[config.mk]
export PLATFORM = sky130hd
export DESIGN_NAME = fp_mult_pipe_flat
export DESIGN_NICKNAME = d
export VERILOG_FILES = /design/src/rtl/fp_mult_pipe_if.sv /design/src/rtl/fp_mult_pipe.sv /design/src/flat_wrapper.sv
export SDC_FILE = /design/constraint.sdc
export NUM_CORES = 1
export LEC_CHECK = 0
export ABC_AREA = 1
export BUFFER_PORTS_ARGS = -buffer_cell sky130_fd_sc_hd__buf_2
export CORE_UTILIZATION = 40
export DETAILED_ROUTE_END_ITERATION = 10
export MAX_ROUTING_LAYER = met4
export PLACE_DENSITY_LB_ADDON = 0.25
export SLEW_MARGIN = 10
export SYNTH_ARGS = -nofsm -noshare
export SYNTH_HDL_FRONTEND = slang
export SYNTH_SLANG_ARGS = --single-unit
[constraint.sdc]
create_clock -name clk -period 15 [get_ports clk]
set_input_delay 0.75 -clock clk [delete_from_list [all_inputs] [get_ports clk]]
set_output_delay 0.75 -clock clk [all_outputs]
set_load 0.01 [all_outputs]
[src/rtl/fp_mult_pipe_if.sv]
// rtl/fp_mult_pipe_if.sv - operand/result handshake bundle for the pipelined FP multiplier
interface fp_mult_pipe_if #(
    parameter int EXP_W = 5,
    parameter int MAN_W = 10,
    parameter int TAG_W = 4
);
    localparam int W = 1 + EXP_W + MAN_W;

    logic             in_valid;
    logic             in_ready;
    logic [W-1:0]     a;
    logic [W-1:0]     b;
    logic             rnd_mode;
    logic [TAG_W-1:0] tag_in;
    logic             out_valid;
    logic             out_ready;
    logic [W-1:0]     result;
    logic [TAG_W-1:0] tag_out;
    logic             flag_ovf;
    logic             flag_unf;
    logic             flag_inv;

    modport slave (
        input  in_valid, a, b, rnd_mode, tag_in, out_ready,
        output in_ready, out_valid, result, tag_out, flag_ovf, flag_unf, flag_inv
    );

    modport master (
        output in_valid, a, b, rnd_mode, tag_in, out_ready,
        input  in_ready, out_valid, result, tag_out, flag_ovf, flag_unf, flag_inv
    );
endinterface

[src/rtl/fp_mult_pipe.sv]
// rtl/fp_mult_pipe.sv - three-stage valid/ready floating-point multiplier with flags and tag
module fp_mult_pipe #(
    parameter int EXP_W = 5,
    parameter int MAN_W = 10,
    parameter int TAG_W = 4
) (
    input  logic            clk,
    input  logic            rst,
    fp_mult_pipe_if.slave   bus
);
    localparam int W    = 1 + EXP_W + MAN_W;
    localparam int BIAS = (1 << (EXP_W - 1)) - 1;
    localparam int EW2  = EXP_W + 2;
    localparam int PW   = 2 * MAN_W + 2;

    localparam logic [W-1:0] QNAN = {1'b0, {EXP_W{1'b1}}, 1'b1, {(MAN_W-1){1'b0}}};
    localparam logic [EXP_W-1:0] EXP_ONES = {EXP_W{1'b1}};
    localparam logic [EXP_W-1:0] EXP_MAXF = {{(EXP_W-1){1'b1}}, 1'b0};
    localparam logic signed [EW2-1:0] EXP_OVF = EW2'((1 << EXP_W) - 1);

    typedef enum logic [1:0] {CLS_NUM, CLS_ZERO, CLS_INF, CLS_NAN} cls_t;

    logic s1_v, s2_v, s3_v;
    logic load1, load2, load3;

    // Each stage may load when it is empty or its occupant moves on this cycle.
    assign load3        = !s3_v || bus.out_ready;
    assign load2        = !s2_v || load3;
    assign load1        = !s1_v || load2;
    assign bus.in_ready = load1;

    always_ff @(posedge clk) begin
        if (rst) begin
            s1_v <= 1'b0;
            s2_v <= 1'b0;
            s3_v <= 1'b0;
        end else begin
            if (load1) s1_v <= bus.in_valid;
            if (load2) s2_v <= s1_v;
            if (load3) s3_v <= s2_v;
        end
    end

    // S1: unpack and classify
    logic                  sa, sb;
    logic [EXP_W-1:0]      ea, eb;
    logic [MAN_W-1:0]      fa, fb;
    logic                  a_zero, b_zero, a_inf, b_inf, a_nan, b_nan;
    cls_t                  cls_c;
    logic                  inv_c;
    logic signed [EW2-1:0] exp_c;

    always_comb begin
        {sa, ea, fa} = bus.a;
        {sb, eb, fb} = bus.b;
        a_zero = (ea == '0);
        b_zero = (eb == '0);
        a_inf  = (ea == EXP_ONES) && (fa == '0);
        b_inf  = (eb == EXP_ONES) && (fb == '0);
        a_nan  = (ea == EXP_ONES) && (fa != '0);
        b_nan  = (eb == EXP_ONES) && (fb != '0);
        cls_c  = CLS_NUM;
        inv_c  = 1'b0;
        if (a_nan || b_nan) begin
            cls_c = CLS_NAN;
        end else if ((a_inf && b_zero) || (b_inf && a_zero)) begin
            cls_c = CLS_NAN;
            inv_c = 1'b1;
        end else if (a_inf || b_inf) begin
            cls_c = CLS_INF;
        end else if (a_zero || b_zero) begin
            cls_c = CLS_ZERO;
        end
        exp_c = EW2'(ea) + EW2'(eb) - EW2'(BIAS);
    end

    logic                  s1_sign, s1_inv, s1_rnd;
    cls_t                  s1_cls;
    logic [MAN_W:0]        s1_ma, s1_mb;
    logic signed [EW2-1:0] s1_exp;
    logic [TAG_W-1:0]      s1_tag;

    always_ff @(posedge clk) begin
        if (load1) begin
            s1_sign <= sa ^ sb;
            s1_cls  <= cls_c;
            s1_inv  <= inv_c;
            s1_ma   <= {1'b1, fa};
            s1_mb   <= {1'b1, fb};
            s1_exp  <= exp_c;
            s1_rnd  <= bus.rnd_mode;
            s1_tag  <= bus.tag_in;
        end
    end

    // S2: mantissa multiply
    logic                  s2_sign, s2_inv, s2_rnd;
    cls_t                  s2_cls;
    logic [PW-1:0]         s2_prod;
    logic signed [EW2-1:0] s2_exp;
    logic [TAG_W-1:0]      s2_tag;

    always_ff @(posedge clk) begin
        if (load2) begin
            s2_sign <= s1_sign;
            s2_cls  <= s1_cls;
            s2_inv  <= s1_inv;
            s2_prod <= PW'(s1_ma) * PW'(s1_mb);
            s2_exp  <= s1_exp;
            s2_rnd  <= s1_rnd;
            s2_tag  <= s1_tag;
        end
    end

    // S3: normalise, round, detect range errors and pack
    logic                  msb, guard, sticky, inc;
    logic [MAN_W-1:0]      frac;
    logic [MAN_W:0]        frac_r;
    logic signed [EW2-1:0] exp_n, exp_r;
    logic [W-1:0]          res_c;
    logic                  ovf_c, unf_c, flg_inv_c;

    always_comb begin
        msb    = s2_prod[PW-1];
        frac   = msb ? s2_prod[PW-2 -: MAN_W] : s2_prod[PW-3 -: MAN_W];
        guard  = msb ? s2_prod[PW-2-MAN_W] : s2_prod[PW-3-MAN_W];
        sticky = msb ? |s2_prod[PW-3-MAN_W:0] : |s2_prod[PW-4-MAN_W:0];
        exp_n  = s2_exp + EW2'(msb);
        inc    = !s2_rnd && guard && (sticky || frac[0]);
        // A carry out leaves the fraction bits at zero, i.e. mantissa 1.0 at the next exponent.
        frac_r = {1'b0, frac} + (MAN_W+1)'(inc);
        exp_r  = exp_n + EW2'(frac_r[MAN_W]);
        res_c     = '0;
        ovf_c     = 1'b0;
        unf_c     = 1'b0;
        flg_inv_c = 1'b0;
        case (s2_cls)
            CLS_NAN: begin
                res_c     = QNAN;
                flg_inv_c = s2_inv;
            end
            CLS_INF:  res_c = {s2_sign, EXP_ONES, {MAN_W{1'b0}}};
            CLS_ZERO: res_c = {s2_sign, {(W-1){1'b0}}};
            default: begin
                if (exp_r >= EXP_OVF) begin
                    ovf_c = 1'b1;
                    res_c = s2_rnd ? {s2_sign, EXP_MAXF, {MAN_W{1'b1}}}
                                   : {s2_sign, EXP_ONES, {MAN_W{1'b0}}};
                end else if (exp_r <= 0) begin
                    unf_c = 1'b1;
                    res_c = {s2_sign, {(W-1){1'b0}}};
                end else begin
                    res_c = {s2_sign, exp_r[EXP_W-1:0], frac_r[MAN_W-1:0]};
                end
            end
        endcase
    end

    logic [W-1:0]     result_q;
    logic [TAG_W-1:0] tag_q;
    logic             ovf_q, unf_q, inv_q;

    always_ff @(posedge clk) begin
        if (rst) begin
            result_q <= '0;
            tag_q    <= '0;
            ovf_q    <= 1'b0;
            unf_q    <= 1'b0;
            inv_q    <= 1'b0;
        end else if (load3) begin
            result_q <= s2_v ? res_c : '0;
            tag_q    <= s2_v ? s2_tag : '0;
            ovf_q    <= s2_v && ovf_c;
            unf_q    <= s2_v && unf_c;
            inv_q    <= s2_v && flg_inv_c;
        end
    end

    assign bus.out_valid = s3_v;
    assign bus.result    = result_q;
    assign bus.tag_out   = tag_q;
    assign bus.flag_ovf  = ovf_q;
    assign bus.flag_unf  = unf_q;
    assign bus.flag_inv  = inv_q;
endmodule
[src/flat_wrapper.sv]
// flat-port wrapper written by rule: the top's interface ports become plain ports
module fp_mult_pipe_flat 
#(
    parameter int EXP_W = 5,
    parameter int MAN_W = 10,
    parameter int TAG_W = 4
)
  (clk, rst, bus_in_valid, bus_a, bus_b, bus_rnd_mode, bus_tag_in, bus_out_ready, bus_in_ready, bus_out_valid, bus_result, bus_tag_out, bus_flag_ovf, bus_flag_unf, bus_flag_inv);
  fp_mult_pipe_if #(.EXP_W(EXP_W), .MAN_W(MAN_W), .TAG_W(TAG_W)) bus_i ();
  input  logic clk;
  input  logic rst;
  input wire logic [$bits(bus_i.in_valid)-1:0] bus_in_valid;
  input wire logic [$bits(bus_i.a)-1:0] bus_a;
  input wire logic [$bits(bus_i.b)-1:0] bus_b;
  input wire logic [$bits(bus_i.rnd_mode)-1:0] bus_rnd_mode;
  input wire logic [$bits(bus_i.tag_in)-1:0] bus_tag_in;
  input wire logic [$bits(bus_i.out_ready)-1:0] bus_out_ready;
  output wire logic [$bits(bus_i.in_ready)-1:0] bus_in_ready;
  output wire logic [$bits(bus_i.out_valid)-1:0] bus_out_valid;
  output wire logic [$bits(bus_i.result)-1:0] bus_result;
  output wire logic [$bits(bus_i.tag_out)-1:0] bus_tag_out;
  output wire logic [$bits(bus_i.flag_ovf)-1:0] bus_flag_ovf;
  output wire logic [$bits(bus_i.flag_unf)-1:0] bus_flag_unf;
  output wire logic [$bits(bus_i.flag_inv)-1:0] bus_flag_inv;
  assign bus_i.in_valid = bus_in_valid;
  assign bus_i.a = bus_a;
  assign bus_i.b = bus_b;
  assign bus_i.rnd_mode = bus_rnd_mode;
  assign bus_i.tag_in = bus_tag_in;
  assign bus_i.out_ready = bus_out_ready;
  assign bus_in_ready = bus_i.in_ready;
  assign bus_out_valid = bus_i.out_valid;
  assign bus_result = bus_i.result;
  assign bus_tag_out = bus_i.tag_out;
  assign bus_flag_ovf = bus_i.flag_ovf;
  assign bus_flag_unf = bus_i.flag_unf;
  assign bus_flag_inv = bus_i.flag_inv;
  fp_mult_pipe #(.EXP_W(EXP_W), .MAN_W(MAN_W), .TAG_W(TAG_W)) u_core (.clk(clk), .rst(rst), .bus(bus_i));
endmodule
==> impl_metrics.py <==
metrics = {
    "run_status": {
        "status": "finished clean",
    },
    "cells_and_area": {
        "multi_input_area_um2": 4790,
        "finalNonFillerCells": 1324,
        "finalCoreUtilization_pct": 45.7,
        "n_antenna_cell": 0,
        "layout-drive-gt1-share_pct": 10.6,
        "fill_cells": 2000,
        "syn2layout_area_growth_pct": 10.2,
        "fin_area_um2": 9360,
        "nets": 1239,
        "register_area_um2": 2740,
    },
    "logic_synthesis": {
        "yosysTopAreaCell": "edfxtp_1",
        "synth_edf_count": 74,
        "synth.distinct_cells": 39,
        "synth_top_area_share_pct": 26.2,
        "synth_seq_cells": 100,
        "synth_nets": 1189,
        "synthTopCellsByCount": "nand2_1 (269), inv_1 (220), fa_1 (82), edfxtp_1 (74), ha_1 (67)",
        "seq_area_frac_synth_pct": 32.3,
        "ys.warnings.count": 0,
        "synthTopCellsByArea": "edfxtp_1 (26%), fa_1 (19%), nand2_1 (12%)",
        "async_reset_ff_share_pct": 0,
        "synth_ff_type": "edfxtp_1",
        "netlist_instances": 999,
        "synth_most_common_cell": "nand2_1",
        "postSynthAreaPerCell_um2": 8.50,
        "syn_area_um2": 8490,
    },
    "grt": {
        "antenna_found_initial": 0,
        "grt.total_usage_pct": 17.4,
        "overflow": 0,
        "grt_max_degree": 39,
        "grt_pass1_vias": 6161,
        "grt_pass1_wl_um": 29200,
    },
    "run": {
        "drv_cap": 0,
    },
    "sta": {
        "hold_ws_ns": 0.422,
        "setup_ws_ns": 9.87,
        "clock.fmax_mhz": 195,
        "fin_crit_sh_pct": 34.2,
        "hold_violations": 0,
        "rsz0062_at_grt": "no",
        "clock_skew_ns": 0.0144,
        "tns_ns": 0,
        "period_needed_ns": 5.13,
        "slew_headroom_pct": 61.4,
        "finalSetupViolCount": 0,
        "worst_slew_pin_slew_ns": 0.579,
        "finalMaxSlewViolations": 0,
    },
    "power": {
        "total_power_mw": 1.62,
        "p_leak_nw": 4.89,
        "powerDensity_nw_per_um2": 173,
        "switching_share_pct": 46.2,
        "pwr-share-seq_pct": 26.3,
        "clockPowerShare_pct": 14.9,
        "p_switching_mw": 0.747,
        "p_comb_share_pct": 58.8,
        "ir_worst_vdd_mv": 0.0963,
        "p_int_mw": 0.868,
    },
    "clock_tree": {
        "cts-root-buf": "clkbuf_16",
        "cts_tree": "yes",
        "clock_latency_ns": 0.36,
        "clk_path_buf_depth": 2,
        "cts-buffers-inserted": 9,
        "cts_hold_buf": 0,
        "cts_htree_levels": 3,
        "cts_setup_buffers": 0,
        "cts_resized": 0,
        "clkTransAtPathRegs_ns": 0.08,
        "clkSinkCount": 100,
    },
    "placement": {
        "placed_cells": 1308,
        "place_area_um2": 9050,
        "place.gp.congestion": 0.877,
        "port-buffer-count": 65,
        "place_hpwl_um": 13600,
        "place_ws_ns": 9.88,
    },
    "floorplan": {
        "die_x_um": 148,
        "initial_core_util_pct": 41.4,
        "dieArea_um2": 21800,
        "die_h_um": 148,
        "placementRows": 52,
        "design.core.area_um2": 20500,
        "pin_count": 66,
    },
    "routing": {
        "wl_um": 17000,
        "first_pass_iters": 4,
        "vias_per_cell": 4.65,
        "dr.first_iter.drc_count": 253,
        "drc": 0,
        "vias": 6151,
        "ant_nets": 0,
        "drt-wirelength-per-cell_um": 12.9,
    },
    "setup_path": {
        "worstPathCellList": "nand2_1, fa_1, inv_1, fa_1, inv_1, fa_1, inv_1, fa_1, inv_1, fa_1, inv_1, ha_1, nand2_1, nor2_1, inv_1, o21ai_1, nand2_1, nand3_1, nand2_1",
        "cp-start-kind": "flip-flop",
        "endpoint_kind": "flip-flop",
        "slowest_stage": "edfxtp_1",
        "cpMostUsedCell": "inv_1",
        "cpPeakStageDelay_ns": 0.65,
        "cp_max_fo": 11,
        "criticalPathCategory": "flip-flop to flip-flop",
        "cp.arrival_ns": 5.23,
        "critPathRequiredTime_ns": 15.10,
    },
    "worst_hold_path": {
        "worst_hold_path_type": "flip-flop to flip-flop",
    },
}
## cell usage in the layout (no fill, tap or decap), types with 2 or more instances in the layout
cell	netlist	layout
edfxtp_1	74	74
dfxtp_1	26	26
nand2_1	269	268
a31oi_1	2	2
xor2_1	14	14
nor4_1	5	5
clkinv_8	0	2
nor2_1	42	42
buf_4	2	3
a21o_1	4	4
ha_1	67	67
fa_1	82	82
xnor2_1	8	8
clkbuf_16	0	9
nor2_2	4	4
inv_2	3	3
o21ai_0	15	15
nor3_1	5	5
nand2_2	12	13
o21bai_1	3	3
or2_2	3	3
a21oi_1	46	46
nand4_1	9	9
buf_2	0	65
nand3_1	39	39
inv_1	220	220
o21ai_1	5	5
## worst paths after layout
check	cells after the start	from	slack, ns	endpoint
max	19	u_core.s1_ma[5]	9.87	u_core.s2_prod[14]
min	0	u_core.s1_exp[1]	0.42	u_core.s2_exp[1]
max reg2reg	19	u_core.s1_ma[5]	9.87	u_core.s2_prod[14]
min reg2reg	0	u_core.s1_exp[1]	0.42	u_core.s2_exp[1]
## final cells by class
cell class	count	share of cell area [%]
Multi-Input combinational cell	647	51.1
Sequential cell	100	29.3
Inverter	223	8.95
Timing Repair Buffer	68	3.72
Tap cell	270	3.61
Clock buffer	10	2.55
Clock inverter	6	0.722
## power by group through the flow
stage / logic (mW) / registers, mW / clock network (mW)
3_5_place_dp: 0.944 / 0.432 / 0
3_3_place_gp: 0.953 / 0.431 / 0
5_1_grt: 1.11 / 0.432 / 0.256
2_1_floorplan: 0.763 / 0.412 / 0
4_1_cts: 0.956 / 0.426 / 0.247
6_report: 0.949 / 0.426 / 0.241
## kinds of logic (layout without fill, tap and decap cells)
group,after synthesis,count (layout),synth area share (%)
AND/OR/NAND/NOR,394,394,19.4
buffers and inverters,252,307,11.4
adder cells (fa/ha/maj),149,149,29.2
flip-flops,100,100,32.3
AO/OA/AOI/OAI,82,82,5.44
XOR/XNOR,22,22,2.27
## worst max-delay path: cells and delay by family (launching register included)
| kind | cells | cell delay, ns |
|---|---|---|
| buffers and inverters | 6 | 0.31 |
| DFF | 1 | 0.65 |
| and+or+nand+nor | 6 | 0.70 |
| adders and majority gates | 6 | 2.92 |
| AOI/OAI and AO/OA | 1 | 0.25 |
## routing by layer
metal	global-route usage (%)	part of all wire [%]	vias to the layer above	routed length (um)
li1	-	-	3171	-
met1	22.6	49	2860	8290
met2	28.1	47	104	7980
met3	3.27	3.3	16	566
met4	4.07	1.0	0	176
met5	-	0	-	0
## sequential cells by signal (all words and copies together), names as in the netlist, 4 cells and up
signal and cells:
u_core.s2_exp 7, u_core.s1_ma 10, u_core.s2_prod 22, u_core.s1_mb 10, u_core.s1_tag 4, u_core.s2_tag 4, u_core.bus.result 16, u_core.s1_exp 7
u_core.bus.tag_out 4
Note: power is estimated with default switching activity, not from simulation.
